## config.mk

```make
export PLATFORM = sky130hd
export DESIGN_NAME = tt_equiv_sweeper
export DESIGN_NICKNAME = d
export VERILOG_FILES = /design/src/rtl/tt_equiv_sweeper.sv
export SDC_FILE = /design/constraint.sdc
export NUM_CORES = 1
export LEC_CHECK = 0
export ABC_AREA = 1
export CAP_MARGIN = 20
export CORE_MARGIN = 2
export CORE_UTILIZATION = 56
export DETAILED_ROUTE_END_ITERATION = 8
export GPL_TIMING_DRIVEN = 0
export PLACE_DENSITY = 0.91
export RECOVER_POWER = 25
export SYNTH_ARGS = -nofsm -noshare
export SYNTH_HDL_FRONTEND = slang
export SYNTH_SLANG_ARGS = --single-unit
```

## constraint.sdc

```tcl
create_clock -name clk -period 5 [get_ports clk]
set_input_delay 0.75 -clock clk [delete_from_list [all_inputs] [get_ports clk]]
set_output_delay 0.75 -clock clk [all_outputs]
set_load 0.03 [all_outputs]
```

## src/rtl/tt_equiv_sweeper.sv

```systemverilog
// tt_equiv_sweeper
// Walks every input combination through two boolean implementations that share
// one input bus. For each vector it records the reference output and compares it
// with the simplified output. At the end of the sweep it reports the mismatch
// count, the first failing vector and a pass flag.
module tt_equiv_sweeper #(
    parameter int N_INPUTS      = 5,
    parameter int SETTLE_CYCLES = 1
) (
    input  logic                       clk,
    input  logic                       rst_n,
    input  logic                       start,
    input  logic                       ref_out,
    input  logic                       dut_out,
    output logic [N_INPUTS-1:0]        vec,
    output logic                       busy,
    output logic                       done,
    output logic                       pass,
    output logic [N_INPUTS:0]          mismatch_count,
    output logic [N_INPUTS-1:0]        first_fail,
    output logic                       first_fail_valid,
    output logic [(1<<N_INPUTS)-1:0]   tt_ref
);

    localparam int NVEC  = 1 << N_INPUTS;
    // The counter must hold SETTLE_CYCLES; two extra states keep the width >= 1.
    localparam int CNT_W = $clog2(SETTLE_CYCLES + 2);

    localparam logic [N_INPUTS-1:0] LAST_VEC    = N_INPUTS'(NVEC - 1);
    localparam logic [N_INPUTS-1:0] VEC_ONE     = N_INPUTS'(1);
    localparam logic [CNT_W-1:0]    SETTLE_LOAD = CNT_W'(SETTLE_CYCLES);
    localparam logic [CNT_W-1:0]    CNT_ONE     = CNT_W'(1);
    localparam bit                  NO_SETTLE   = (SETTLE_CYCLES == 0);

    typedef enum logic [1:0] {
        IDLE   = 2'd0,
        HOLD   = 2'd1,
        SAMPLE = 2'd2,
        DONE   = 2'd3
    } state_t;

    state_t               state;
    logic [CNT_W-1:0]     settle_cnt;
    logic                 mismatch;
    logic [N_INPUTS:0]    count_next;

    // Per-vector compare result and the count that includes the current sample.
    // The count cannot wrap because the mismatch_count width holds 2^N_INPUTS.
    always_comb begin
        mismatch   = ref_out ^ dut_out;
        count_next = mismatch_count + {{N_INPUTS{1'b0}}, mismatch};
    end

    // Sweep sequencer. All outputs are registered. Results persist in IDLE
    // until the next accepted start.
    always_ff @(posedge clk or negedge rst_n) begin
        if (!rst_n) begin
            state            <= IDLE;
            settle_cnt       <= '0;
            vec              <= '0;
            busy             <= 1'b0;
            done             <= 1'b0;
            pass             <= 1'b0;
            mismatch_count   <= '0;
            first_fail       <= '0;
            first_fail_valid <= 1'b0;
            tt_ref           <= '0;
        end else begin
            case (state)
                IDLE: begin
                    done <= 1'b0;
                    if (start) begin
                        mismatch_count   <= '0;
                        first_fail       <= '0;
                        first_fail_valid <= 1'b0;
                        tt_ref           <= '0;
                        pass             <= 1'b0;
                        vec              <= '0;
                        settle_cnt       <= SETTLE_LOAD;
                        busy             <= 1'b1;
                        state            <= NO_SETTLE ? SAMPLE : HOLD;
                    end
                end

                HOLD: begin
                    // vec is held here for SETTLE_CYCLES cycles. The sample
                    // cycle adds one more.
                    if (settle_cnt <= CNT_ONE) begin
                        state <= SAMPLE;
                    end else begin
                        settle_cnt <= settle_cnt - CNT_ONE;
                    end
                end

                SAMPLE: begin
                    tt_ref[vec]    <= ref_out;
                    mismatch_count <= count_next;
                    if (mismatch && !first_fail_valid) begin
                        first_fail       <= vec;
                        first_fail_valid <= 1'b1;
                    end
                    if (vec == LAST_VEC) begin
                        // Compute pass from the count that includes the last
                        // sample, so it is already valid while done is high.
                        busy  <= 1'b0;
                        done  <= 1'b1;
                        pass  <= (count_next == '0);
                        state <= DONE;
                    end else begin
                        vec        <= vec + VEC_ONE;
                        settle_cnt <= SETTLE_LOAD;
                        state      <= NO_SETTLE ? SAMPLE : HOLD;
                    end
                end

                DONE: begin
                    // start is ignored here. A held start re-triggers from IDLE.
                    done  <= 1'b0;
                    pass  <= (mismatch_count == '0);
                    state <= IDLE;
                end

                default: begin
                    state <= IDLE;
                    busy  <= 1'b0;
                    done  <= 1'b0;
                end
            endcase
        end
    end

endmodule

```

==> flow_summary_export.csv <==
group,metric,value,unit
outcome,status,"finished, violations left",
outcome,violations,"capacitance limit, slew limit",
place,gp_congestion,0.8684,
drt,firstDrtPassIters,5,
setup_path,crit_buf_inv,2,
synthesis,synth-compound-area-share,12.18,%
clocking,insertion_delay,0.31,ns
place,dp_slack,2.174,ns
pwr,power_leakage,1.795,nW
clocking,cts.sinks,56,
setup_path,cp-end-kind,"async pin",
pwr,finalPower,1.413,mW
synthesis,synth_edf_count,0,
sta,rsz0062_at_grt,"no",
synthesis,synth_nets,402,
layout,antennaDiodeCount,0,
floorplanning,ios,57,
synthesis,ys_seq_elements,56,
synthesis,synthXorXnorAreaFrac,0.5900,%
place,placed_area,3622,um2
drt,drt_first_iter_violations,315,
synthesis,yosysMostFrequentCell,"nand2_1",
clocking,clockRootBuffer,"clkbuf_8",
drt,wl_per_cell,14.60,um
setup_path,path_cells,"clkbuf_1 > clkbuf_1",
drt,ant_nets,0,
synthesis,synthAdderAreaFrac,5.478,%
setup_path,path_class,"in2async",
synthesis,synth_top_cell_by_area,"dfrtp_1",
setup_path,cp_slowest_cell,"clkbuf_1",
global_routing,grt_overflow,0,
place,dp_hpwl,5440,um
synthesis,synth_commonest_cells,"101 x nand2_1, 58 x inv_1, 56 x dfrtp_1",
setup_path,critPathTopFamily,"buffers and inverters",
synthesis,synth_cell_types,23,
synthesis,synth_top_family_by_area,"simple AND/OR/NAND/NOR gates",
clocking,clk_path_buf_depth,2,
hold_path,hold_class,"reg2reg",
clocking,tritoncts,"built",
global_routing,grt_max_degree,40,
clocking,cts_buffers,5,
floorplanning,start_util,58.13,%
global_routing,grt_pass1_vias,2680,
synthesis,yosysTopAreaCellShare,47.20,%
drt,routed_via_density,5.473,
synthesis,async_reset_ff_share,100.0,%
sta,fin_crit,3.034,ns
synthesis,syn-mean-instance-area,7.732,um2
setup_path,path_max_fanout,39,
clocking,clkTransAtPathRegs,0.09,ns
global_routing,track_usage,26.36,%
sta,final.setup.tns,0,ns
drt,vias,2835,
layout,drive_gt1_share,5.580,%
synthesis,synth-main-ff-cell,"dfrtp_1",
sta,tightest_slew,2.092,ns
synthesis,syn_area,2969,um2
sta,finalHoldViolations,0,
clocking,hold_buffers,0,
clocking,cts_resized,0,
floorplanning,rows,26,
layout,nFillCells,392,
synthesis,yosys-mux-area-fraction,0,%
global_routing,antenna_found_initial,0,
pwr,peakVddDrop,220.9,uV
layout,nNetsFinal,465,
setup_path,crit_top_cell,"clkbuf_1",
floorplanning,core_area,5107,um2
sta,skew,0.005246,ns
setup_path,slowest_delay,1.56,ns
sta,fin_crit_sh,60.68,%
setup_path,required,5.01,ns
synthesis,synth_seq_area_share,47.20,%
clocking,post_cts_buffers,0,
floorplanning,die_w,76.82,um
synthesis,synth.area.top_cells,"dfrtp_1 47%, nand2_1 13%, inv_1 7.3%",
place,io_buffers,55,
clocking,htree_levels,2,
layout,syn_to_final_growth,25.03,%
sta,final_max_slew_viol_count,40,
setup_path,arrival,3.04,ns
setup_path,critPathLaunchType,"input pin",
sta,fmax,0.3296,GHz
sta,worst_slack,1.966,ns
floorplanning,die_h,76.82,um
sta,relSlewSlack,-39.47,%
drt,drc,0,
synthesis,synthCells,384,
flow_run,maxCapViolations,1,
layout,design_area,3712,um2
synthesis,synth_warnings,0,
global_routing,grt_first_pass_wirelength,12510,um
drt,wirelength,7563,um
pwr,p_per_area,380.8,nW/um2
floorplanning,dieArea,5901,um2
sta,setup_viol,0,
synthesis,synthSimpleGateAreaFrac,25.12,%
[cells by family (layout without fill, tap and decap cells)]
group                    after synthesis  in the layout
AND/OR/NAND/NOR                      176            176
buffers and inverters                 70            134
AO/OA/AOI/OAI                         67             67
flip-flops                            56             56
adder cells (fa/ha/maj)               13             13
XOR/XNOR                               2              2
[path summary, 6_finish.rpt]
| check | from | endpoint | slack [ns] | cells after the start |
|---|---|---|---|---|
| max reg2reg | state[0] | busy | 3.00 | 9 |
| min | first_fail[1] | first_fail[1] | 0.51 | 2 |
| min reg2reg | first_fail[1] | first_fail[1] | 0.51 | 2 |
| max in group clk | dut_out | pass | 2.45 | 11 |
| max | rst_n | tt_ref[17] | 1.97 | 2 |
| min in group asynchronous | rst_n | mismatch_count[4] | 0.57 | 1 |
[placed cells by master (no fill, tap or decap), drive strengths merged]
cell type	netlist	layout
inv	60	60
clkinv	0	1
o21bai	1	1
clkdlybuf4s50	0	54
o21ai	35	35
a21oi	14	14
nor2	32	32
nand4	7	7
o31ai	2	2
nand3	31	31
bufinv	0	1
nor3	1	1
ha	13	13
clkbuf	1	9
nand2	105	105
dfrtp	56	56
o22ai	15	15
buf	9	9
xor2	2	2
[stage by stage]
step | util (%) | hold WS [ns] | instances
after floorplan | - | 0.4544 | 384
after global placement | 70.63 | 0.4806 | 509
after detailed placement | 70.92 | 0.4763 | 510
after CTS | 73.03 | 0.3818 | 518
after global routing | 72.69 | 0.5287 | 518
final | 72.69 | 0.5055 | 518
[cell type report]
| class | instances | area (um2) | share of cell area [%] |
|---|---|---|---|
| inverters | 60 | 225.2 | 6.067 |
| flip-flops and latches | 56 | 1401 | 37.75 |
| plain buffers | 10 | 55.05 | 1.483 |
| multi-input cells | 258 | 1287 | 34.68 |
| well taps | 70 | 87.58 | 2.359 |
| repair buffers | 56 | 548.0 | 14.76 |
| clock inverters | 2 | 35.03 | 0.9437 |
| clock buffers | 6 | 72.57 | 1.955 |
[state kept, by name, indices dropped and copies added, names as in the netlist]
name              flops
settle_cnt            2
tt_ref               32
first_fail_valid      1
busy                  1
mismatch_count        6
vec                   5
done                  1
pass                  1
state                 2
first_fail            5
[routing by layer]
layer	global-route usage [%]	up-vias	part of all wire, %
li1	-	1360	-
met1	33.93	1335	42
met2	45.70	122	50
met3	4.824	18	6.7
met4	7.273	0	1.5
met5	0	-	0
[where the power goes]
| part | internal (mW) | switching, mW |
|---|---|---|
| clock | 0.149 | 0.140 |
| sequential | 0.490 | 0.0381 |
| combinational | 0.176 | 0.421 |
Power figures use the tool's default switching activity.
